==> src/rtl/fifo_stream_reader_if.sv <==
// rtl/fifo_stream_reader_if.sv - FIFO pop-side and val/rdy stream signals of fifo_stream_reader
//
// Purpose: bundles the show-ahead FIFO read port and the downstream val/rdy
// stream so the reader and its surroundings connect through one handle.
// Ports:
//   fifo_empty  FIFO empty flag                    (into reader)
//   fifo_rdata  FIFO head entry, valid when !empty (into reader)
//   fifo_pop    pop strobe                         (from reader)
//   ostream_val output valid, registered           (from reader)
//   ostream_rdy consumer ready                     (into reader)
//   ostream_msg output data, registered            (from reader)
// Modports: master = reader side, slave = FIFO/consumer side.
interface fifo_stream_reader_if #(
  parameter type t_entry = logic [31:0]
);
  logic   fifo_empty;
  t_entry fifo_rdata;
  logic   fifo_pop;
  logic   ostream_val;
  logic   ostream_rdy;
  t_entry ostream_msg;

  modport master (
    input  fifo_empty, fifo_rdata, ostream_rdy,
    output fifo_pop, ostream_val, ostream_msg
  );

  modport slave (
    output fifo_empty, fifo_rdata, ostream_rdy,
    input  fifo_pop, ostream_val, ostream_msg
  );
endinterface

==> src/rtl/fifo_stream_reader.sv <==
// rtl/fifo_stream_reader.sv - drains a show-ahead FIFO into a registered val/rdy stream
//
// Purpose: pops the FIFO into a 2-entry buffer (output register + skid slot)
// so the stream runs at one entry per cycle while neither ostream_rdy reaches
// fifo_pop nor fifo_rdata reaches ostream_msg combinationally.
// Ports:
//   clk    clock, rising edge
//   rst_n  asynchronous active-low reset
//   flush  synchronous discard of buffered entries
//   count  completed output transfers, modulo 2^p_count_bits
//   bus    fifo_stream_reader_if.master (FIFO read port + output stream)
module fifo_stream_reader #(
  parameter type t_entry      = logic [31:0],
  parameter int  p_count_bits = 16
) (
  input  logic                    clk,
  input  logic                    rst_n,
  input  logic                    flush,
  output logic [p_count_bits-1:0] count,
  fifo_stream_reader_if.master    bus
);

  typedef enum logic [1:0] {
    OCC_EMPTY = 2'd0,
    OCC_ONE   = 2'd1,
    OCC_TWO   = 2'd2
  } occ_e;

  occ_e                    occ_q, occ_d;
  t_entry                  out_q, out_d;
  t_entry                  skid_q, skid_d;
  logic [p_count_bits-1:0] count_q, count_d;

  logic enq;
  logic deq;
  logic val;

  // Pop decision uses only registered occupancy plus FIFO/flush/reset inputs.
  assign enq = rst_n & ~bus.fifo_empty & (occ_q != OCC_TWO) & ~flush;
  assign val = (occ_q != OCC_EMPTY);
  assign deq = val & bus.ostream_rdy;

  assign bus.fifo_pop    = enq;
  assign bus.ostream_val = val;
  assign bus.ostream_msg = out_q;
  assign count           = count_q;

  always_ff @(posedge clk or negedge rst_n) begin
    if (!rst_n) begin
      occ_q   <= OCC_EMPTY;
      out_q   <= '0;
      skid_q  <= '0;
      count_q <= '0;
    end else begin
      occ_q   <= occ_d;
      out_q   <= out_d;
      skid_q  <= skid_d;
      count_q <= count_d;
    end
  end

  always_comb begin
    occ_d   = occ_q;
    out_d   = out_q;
    skid_d  = skid_q;
    count_d = count_q;

    case (occ_q)
      OCC_EMPTY: begin
        if (enq) begin
          out_d = bus.fifo_rdata;
          occ_d = OCC_ONE;
        end
      end
      OCC_ONE: begin
        if (enq && deq) begin
          // Output register frees up this cycle, so the new entry goes straight there.
          out_d = bus.fifo_rdata;
        end else if (enq) begin
          skid_d = bus.fifo_rdata;
          occ_d  = OCC_TWO;
        end else if (deq) begin
          occ_d = OCC_EMPTY;
        end
      end
      OCC_TWO: begin
        if (deq) begin
          out_d = skid_q;
          occ_d = OCC_ONE;
        end
      end
      default: occ_d = OCC_EMPTY;
    endcase

    if (deq) begin
      count_d = count_q + 1'b1;
    end

    // A concurrent handshake still completes and counts; everything left is
    // dropped and the output register keeps its last value.
    if (flush) begin
      occ_d = OCC_EMPTY;
      out_d = out_q;
    end
  end

endmodule

==> src/flat_wrapper.sv <==
// flat-port wrapper written by rule: the top's interface ports become plain ports
module fifo_stream_reader_flat 
#(
  parameter type t_entry      = logic [31:0],
  parameter int  p_count_bits = 16
)
  (clk, rst_n, flush, count, bus_fifo_empty, bus_fifo_rdata, bus_ostream_rdy, bus_fifo_pop, bus_ostream_val, bus_ostream_msg);
  fifo_stream_reader_if #(.t_entry(t_entry)) bus_i ();
  input  logic clk;
  input  logic rst_n;
  input  logic flush;
  output logic [p_count_bits-1:0] count;
  input wire logic [$bits(bus_i.fifo_empty)-1:0] bus_fifo_empty;
  input wire logic [$bits(bus_i.fifo_rdata)-1:0] bus_fifo_rdata;
  input wire logic [$bits(bus_i.ostream_rdy)-1:0] bus_ostream_rdy;
  output wire logic [$bits(bus_i.fifo_pop)-1:0] bus_fifo_pop;
  output wire logic [$bits(bus_i.ostream_val)-1:0] bus_ostream_val;
  output wire logic [$bits(bus_i.ostream_msg)-1:0] bus_ostream_msg;
  assign bus_i.fifo_empty = bus_fifo_empty;
  assign bus_i.fifo_rdata = bus_fifo_rdata;
  assign bus_i.ostream_rdy = bus_ostream_rdy;
  assign bus_fifo_pop = bus_i.fifo_pop;
  assign bus_ostream_val = bus_i.ostream_val;
  assign bus_ostream_msg = bus_i.ostream_msg;
  fifo_stream_reader #(.t_entry(t_entry), .p_count_bits(p_count_bits)) u_core (.clk(clk), .rst_n(rst_n), .flush(flush), .count(count), .bus(bus_i));
endmodule
==> config.mk <==
export PLATFORM = sky130hd
export DESIGN_NAME = fifo_stream_reader_flat
export DESIGN_NICKNAME = d
export VERILOG_FILES = /design/src/rtl/fifo_stream_reader_if.sv /design/src/rtl/fifo_stream_reader.sv /design/src/flat_wrapper.sv
export SDC_FILE = /design/constraint.sdc
export NUM_CORES = 1
export LEC_CHECK = 0
export CORE_MARGIN = 4
export CORE_UTILIZATION = 53
export DETAILED_ROUTE_END_ITERATION = 8
export PLACE_DENSITY = 0.92
export SLEW_MARGIN = 25
export SYNTH_ARGS = -nofsm -noshare
export SYNTH_HDL_FRONTEND = slang
export SYNTH_SLANG_ARGS = --single-unit
==> constraint.sdc <==
create_clock -name clk -period 4.7 [get_ports clk]
set_input_delay 0.94 -clock clk [delete_from_list [all_inputs] [get_ports clk]]
set_output_delay 0.94 -clock clk [all_outputs]
set_load 0.01 [all_outputs]
==> results.sh, run 1 <==
export IMPL_yosysWarnings=0
export IMPL_post_cts_buffers=0
export IMPL_hold_class="reg -> reg"
export IMPL_synth_top_area_frac=0.559
export IMPL_slowest_stage="clkdlybuf4s50_1"
export IMPL_synth_seq_area_share=0.559
export IMPL_nets=406
export IMPL_powerDensity_nw_per_um2=385
export IMPL_endpoint_kind="primary output"
export IMPL_overflow=0
export IMPL_grt_pass1_vias=2623
export IMPL_detail_route_antenna_nets=0
export IMPL_ctsHoldBuffers=0
export IMPL_rows=30
export IMPL_cp_common_cell="clkdlybuf4s50_1"
export IMPL_cts_buffer_depth=2
export IMPL_cts_tree="built"
export IMPL_start_util=0.544
export IMPL_cts_resized=0
export IMPL_crit_chain="clkdlybuf4s50_1 > nand2b_4 > nor3_1 > clkdlybuf4s50_1"
export IMPL_antenna_cells=0
export IMPL_die_x_microns=91.3
export IMPL_synth_edf_count=0
export IMPL_first_pass_iters=4
export IMPL_finalHoldViolations=0
export IMPL_grt_pass1_wl_microns=12500
export IMPL_syn_avg_cell_area_sq_um=13.0
export IMPL_rsz0062_at_grt="no"
export IMPL_drc=0
export IMPL_area_growth_pct=28.2
export IMPL_setup_viol=0
export IMPL_grt_use_met1=0.230
export IMPL_dpl_cell_count=437
export IMPL_peakVddDrop_uv=266
export IMPL_viasPerCell=5.38
export IMPL_fillers=497
export IMPL_netlist_area_sq_um=3670
export IMPL_met3_usage=0.0423
export IMPL_dieHeight_microns=91.3
export IMPL_drtIter0Drc=42
export IMPL_power_leakage_nw=2.12
export IMPL_top_usage_layer="met2"
export IMPL_tns_ps=0
export IMPL_grt_max_degree=65
export IMPL_syn_num_nets=320
export IMPL_outcome="finished, final reports clean"
export IMPL_cp_max_fo=3
export IMPL_fin_skew_ps=9.64
export IMPL_antenna_found_initial=0
export IMPL_crit_required_ps=3760
export IMPL_finalMaxSlewViolations=0
export IMPL_critPathMaxStageDelay_ps=570
export IMPL_portBuffers=86
export IMPL_cts_root_buf="clkbuf_8"
export IMPL_syn_inst=282
export IMPL_numCtsBuffers=9
export IMPL_track_usage=0.189
export IMPL_core_area_sq_um=6760
export IMPL_fin_crit_sh=0.686
export IMPL_place_congestion=0.761
export IMPL_worst_slew_pin_slew_ps=642
export IMPL_cap_viol_max_count=0
export IMPL_dieArea_sq_um=8330
export IMPL_ctsHtreeMaxLevel=3
export IMPL_synth_top_area_cell="dfrtp_1"
export IMPL_hpwl_microns=5020
export IMPL_clk_pin_slew_worst_paths_ps=80
export IMPL_synth_cell_types=35
export IMPL_synth_area_leaders="dfrtp_1 56%, mux2_4 12%, mux2i_1 8.7%, nand2_1 4.0%, o21ai_0 3.5%"
export IMPL_holdWs_ps=481
export IMPL_ys_ff_latch=82
export IMPL_vias=2436
export IMPL_use_met2=0.323
export IMPL_stdcell_count=453
export IMPL_wire_per_inst_microns=16.4
export IMPL_relSlewSlack=0.572
export IMPL_ys_flop_type="dfrtp_1"
export IMPL_clkLatencyLatePin_ps=340
export IMPL_clkSinkCount=82
export IMPL_wirelength_microns=7430
export IMPL_path_class="in -> out"
export IMPL_ys_async_sr_fraction=1.00
export IMPL_finalCriticalPeriod_ps=3220
export IMPL_ios=87
export IMPL_layout_drive_gt1_share=0.166
export IMPL_arrival_ps=2280
export IMPL_critPathLaunchType="input pin"
export IMPL_fmax_ghz=0.310
## per-layer routing
layer  wire (microns)  up-vias  part of all wire
met2             3780       65              0.51
met5                0        -                 0
met3              325       12             0.044
li1                 -     1152                 -
met1             3200     1207              0.43
met4              119        0             0.016
## state kept, by name (all words and copies together), names as in the netlist
signal and cells:
u_core.occ_q 2, u_core.count 16, u_core.skid_q 32, u_core.bus.ostream_msg 32
## kinds of logic after synthesis
| family | after synthesis | synth area share |
|---|---|---|
| compound gates | 37 | 0.0576 |
| fa+ha+maj | 1 | 0.00341 |
| flops | 82 | 0.559 |
| simple gates | 63 | 0.0865 |
| buf+inv | 18 | 0.0371 |
| mux | 66 | 0.221 |
| xor+xnor | 15 | 0.0358 |
## final timing paths
kind	cells after the start	from	endpoint	slack, ps
min in group asynchronous	1	rst_n	u_core.count[11]	560
hold reg to reg	1	u_core.count[15]	u_core.count[15]	480
hold / removal	1	u_core.count[15]	u_core.count[15]	480
setup / recovery	4	bus_fifo_empty	bus_fifo_pop	1480
max in group asynchronous	2	rst_n	u_core.skid_q[23]	3150
setup reg to reg	3	u_core.occ_q[0]	u_core.skid_q[26]	2800
## worst max-delay path: cells and delay by family
kind,cells,cell delay [ps]
buffers and inverters,2,1020
AND/OR/NAND/NOR,2,330
## power breakdown
group	total, W	leakage, nW	internal, W	switching [W]
Combinational	0.000438	0.975	0.000272	0.000166
Sequential	0.000928	1.06	0.000836	0.0000917
Clock	0.000447	0.0810	0.000190	0.000257
Total	0.00181	2.12	0.00130	0.000515
## placed cells by master, fill, tap and decap left out
cell type        Yosys  final
clkdlybuf4s50_1      0     85
dfrtp_1             82     82
nand2_1             39     39
mux2i_1             32     32
mux2_4              29     29
o21ai_0             26     26
xnor2_1             12     12
clkbuf_8             0      9
o21ai_1              7      7
mux2_2               5      5
inv_1                4      4
nand3_1              4      4
nor2_1               4      4
buf_4                1      4
nand4_1              3      3
xor2_1               3      3
clkinvlp_4           0      3
clkinv_2             0      3
nor3_1               2      2
or2_2                1      1
nor2_4               0      1
nand2b_4             1      1
nor4b_2              1      1
and3b_1              1      1
and4bb_2             1      1
o31ai_4              1      1
nor4_2               1      1
and4_1               1      1
o211ai_1             1      1
nand2b_1             1      1
o31a_1               1      1
or4_4                1      1
and3_1               1      1
o41ai_1              1      1
ha_1                 1      1
clkinv_4             0      1
## stage by stage
stage	utilization	setup WS, ps	total power (W)	instance area (sq um)
6_report	0.697	1480	0.00181	4710
5_1_grt	0.697	1370	0.00191	4710
4_1_cts	0.697	1470	0.00183	4710
3_5_place_dp	0.672	1490	0.00138	4540
3_3_place_gp	0.672	1500	0.00136	4540
2_1_floorplan	-	2430	0.00113	3670
## area by class of cell
type / instances / area, sq um / share of cell area
clock buffers: 9 / 124 / 0.0263
clock inverters: 7 / 46.3 / 0.00983
multi-input cells: 182 / 1490 / 0.317
repair buffers: 89 / 881 / 0.187
well taps: 80 / 100 / 0.0213
inverters: 4 / 15.0 / 0.00319
flip-flops and latches: 82 / 2050 / 0.436
## synth_stat cells, types with 3 or more instances
library cell / count
buf_12: 3
nand2_1: 39
o21ai_0: 26
dfrtp_1: 82
xor2_1: 3
mux2_2: 5
nand4_1: 3
mux2i_1: 32
o21ai_1: 7
buf_2: 7
inv_1: 4
mux2_4: 29
nor2_1: 4
nand3_1: 4
xnor2_1: 12
(Power assumes the default switching activity.)
==> inputs of run 2 (changes only) <==
CORE_UTILIZATION = 45   (was 53)
PLACE_DENSITY = 0.84   (was 0.92)
clock period = 2.8 ns   (was 4.7 ns; I/O delays follow)
==> run 2 against run 1 <==
Non-clock buffer count is 1 higher. Sequential power increased by 67%. Count of clock-buffer cells in the layout grew 2. Combinational power is 65% higher. Global-route usage is 3.3 points lower. Cell count up 4.9%. Die area increased by 16%. Sequential share of layout area down 0.44 points. Highest routed layer unchanged.
==> results.sh, run 2 (synthesis results as in run 1) <==
export IMPL_outcome="finished, final reports clean"
export IMPL_wirelength_microns=7050
export IMPL_drc=0
export IMPL_cts_root_buf="clkbuf_8"
export IMPL_finalMaxSlewViolations=0
export IMPL_grt_pass1_vias=2522
export IMPL_nets=407
export IMPL_worst_slew_pin_slew_ps=663
export IMPL_met3_length_microns=295
export IMPL_multi_input_area_sq_um=1490
export IMPL_track_usage=0.156
export IMPL_dieArea_sq_um=9670
export IMPL_first_pass_iters=4
export IMPL_dpl_cell_count=460
export IMPL_ios=87
export IMPL_arrival_ps=1890
export IMPL_post_cts_buffers=0
export IMPL_wire_per_inst_microns=14.8
export IMPL_vias=2383
export IMPL_cp_max_fo=3
export IMPL_worst_slack_ps=346
export IMPL_viasPerCell=5.02
export IMPL_final_util=0.606
export IMPL_relSlewSlack=0.558
export IMPL_antenna_found_initial=0
export IMPL_stdcell_count=475
export IMPL_final_cell_mix="85 x clkdlybuf4s50_1, 82 x dfrtp_1, 39 x nand2_1"
export IMPL_grt_max_degree=76
export IMPL_clkLatencyLatePin_ps=340
export IMPL_cap_viol_max_count=0
export IMPL_clk_pin_slew_worst_paths_ps=80
export IMPL_fin_area_sq_um=4760
export IMPL_antenna_cells=0
export IMPL_setup_viol=0
export IMPL_cts_resized=0
export IMPL_drtIter0Drc=35
export IMPL_place_ws_ps=290
export IMPL_critPathLaunchType="input pin"
export IMPL_cts_tree="built"
export IMPL_start_util=0.468
export IMPL_hold_class="in -> async"
export IMPL_hpwl_microns=4890
export IMPL_layout_drive_gt1_share=0.166
export IMPL_die_x_microns=98.4
export IMPL_ctsHoldBuffers=0
export IMPL_fmax_ghz=0.407
export IMPL_ctsHtreeMaxLevel=3
export IMPL_dpl_cell_area_sq_um=4570
export IMPL_core_area_sq_um=7850
export IMPL_finalHoldViolations=0
export IMPL_overflow=0
export IMPL_layout_commonest_cell="clkdlybuf4s50_1"
export IMPL_fin_skew_ps=8.23
export IMPL_peakVddDrop_uv=402
export IMPL_portBuffers=86
export IMPL_clkSinkCount=82
export IMPL_dieHeight_microns=98.4
export IMPL_powerDensity_nw_per_um2=641
export IMPL_finalCriticalPeriod_ps=2450
export IMPL_fillers=649
export IMPL_wl_met1_microns=3270
export IMPL_top_layer_used="met4"
export IMPL_wl_met2_microns=3390
export IMPL_tns_ps=0
export IMPL_regArea_sq_um=2050
export IMPL_grt_pass1_wl_microns=12200
export IMPL_power_leakage_nw=2.13
export IMPL_rows=32
export IMPL_detail_route_antenna_nets=0
export IMPL_cts_buffer_depth=2
export IMPL_fin_crit_sh=0.877
export IMPL_place_congestion=0.761
export IMPL_numCtsBuffers=9
export IMPL_area_growth_pct=29.5
export IMPL_path_class="in -> out"
export IMPL_endpoint_kind="primary output"
export IMPL_crit_required_ps=2240
export IMPL_rsz0062_at_grt="no"
## run 2: power breakdown
part           switching [W]  internal (W)  total [W]
logic               0.000266      0.000458   0.000723
registers           0.000148       0.00140    0.00155
clock network       0.000411      0.000364   0.000775
total               0.000825       0.00223    0.00305
## run 2: worst max-delay path: stages
cell and delay (ps):
clkdlybuf4s50_1 450, nand2b_4 170, nor3_1 150, clkdlybuf4s50_1 570
## run 2: final cells by class
| cell class | count | area share |
|---|---|---|
| Clock buffer | 11 | 0.0318 |
| Timing Repair Buffer | 90 | 0.188 |
| Sequential cell | 82 | 0.431 |
| Multi-Input combinational cell | 182 | 0.313 |
| Inverter | 4 | 0.00316 |
| Clock inverter | 4 | 0.00579 |
| Tap cell | 102 | 0.0268 |
## run 2: layer usage
metal,vias to the layer above,track usage
met5,-,0
met4,0,0.0567
met3,10,0.0343
met2,59,0.253
met1,1164,0.207
li1,1150,-
## run 2: worst paths after layout
| kind | to | depth (start not counted) | slack [ps] | start |
|---|---|---|---|---|
| min in group clk | u_core.count[15] | 1 | 480 | u_core.count[15] |
| hold reg to reg | u_core.count[15] | 1 | 480 | u_core.count[15] |
| hold / removal | u_core.bus.ostream_msg[26] | 1 | 60 | rst_n |
| setup / recovery | bus_fifo_pop | 4 | 350 | bus_fifo_empty |
| setup reg to reg | u_core.skid_q[5] | 3 | 920 | u_core.occ_q[0] |
| max in group asynchronous | u_core.count[4] | 2 | 1850 | rst_n |
## run 2: metrics by stage
step	total power [W]	hold WS, ps
after floorplan	0.00189	264
after global placement	0.00228	414
after detailed placement	0.00231	417
after CTS	0.00309	36.3
after global routing	0.00323	37.1
final	0.00305	59.6
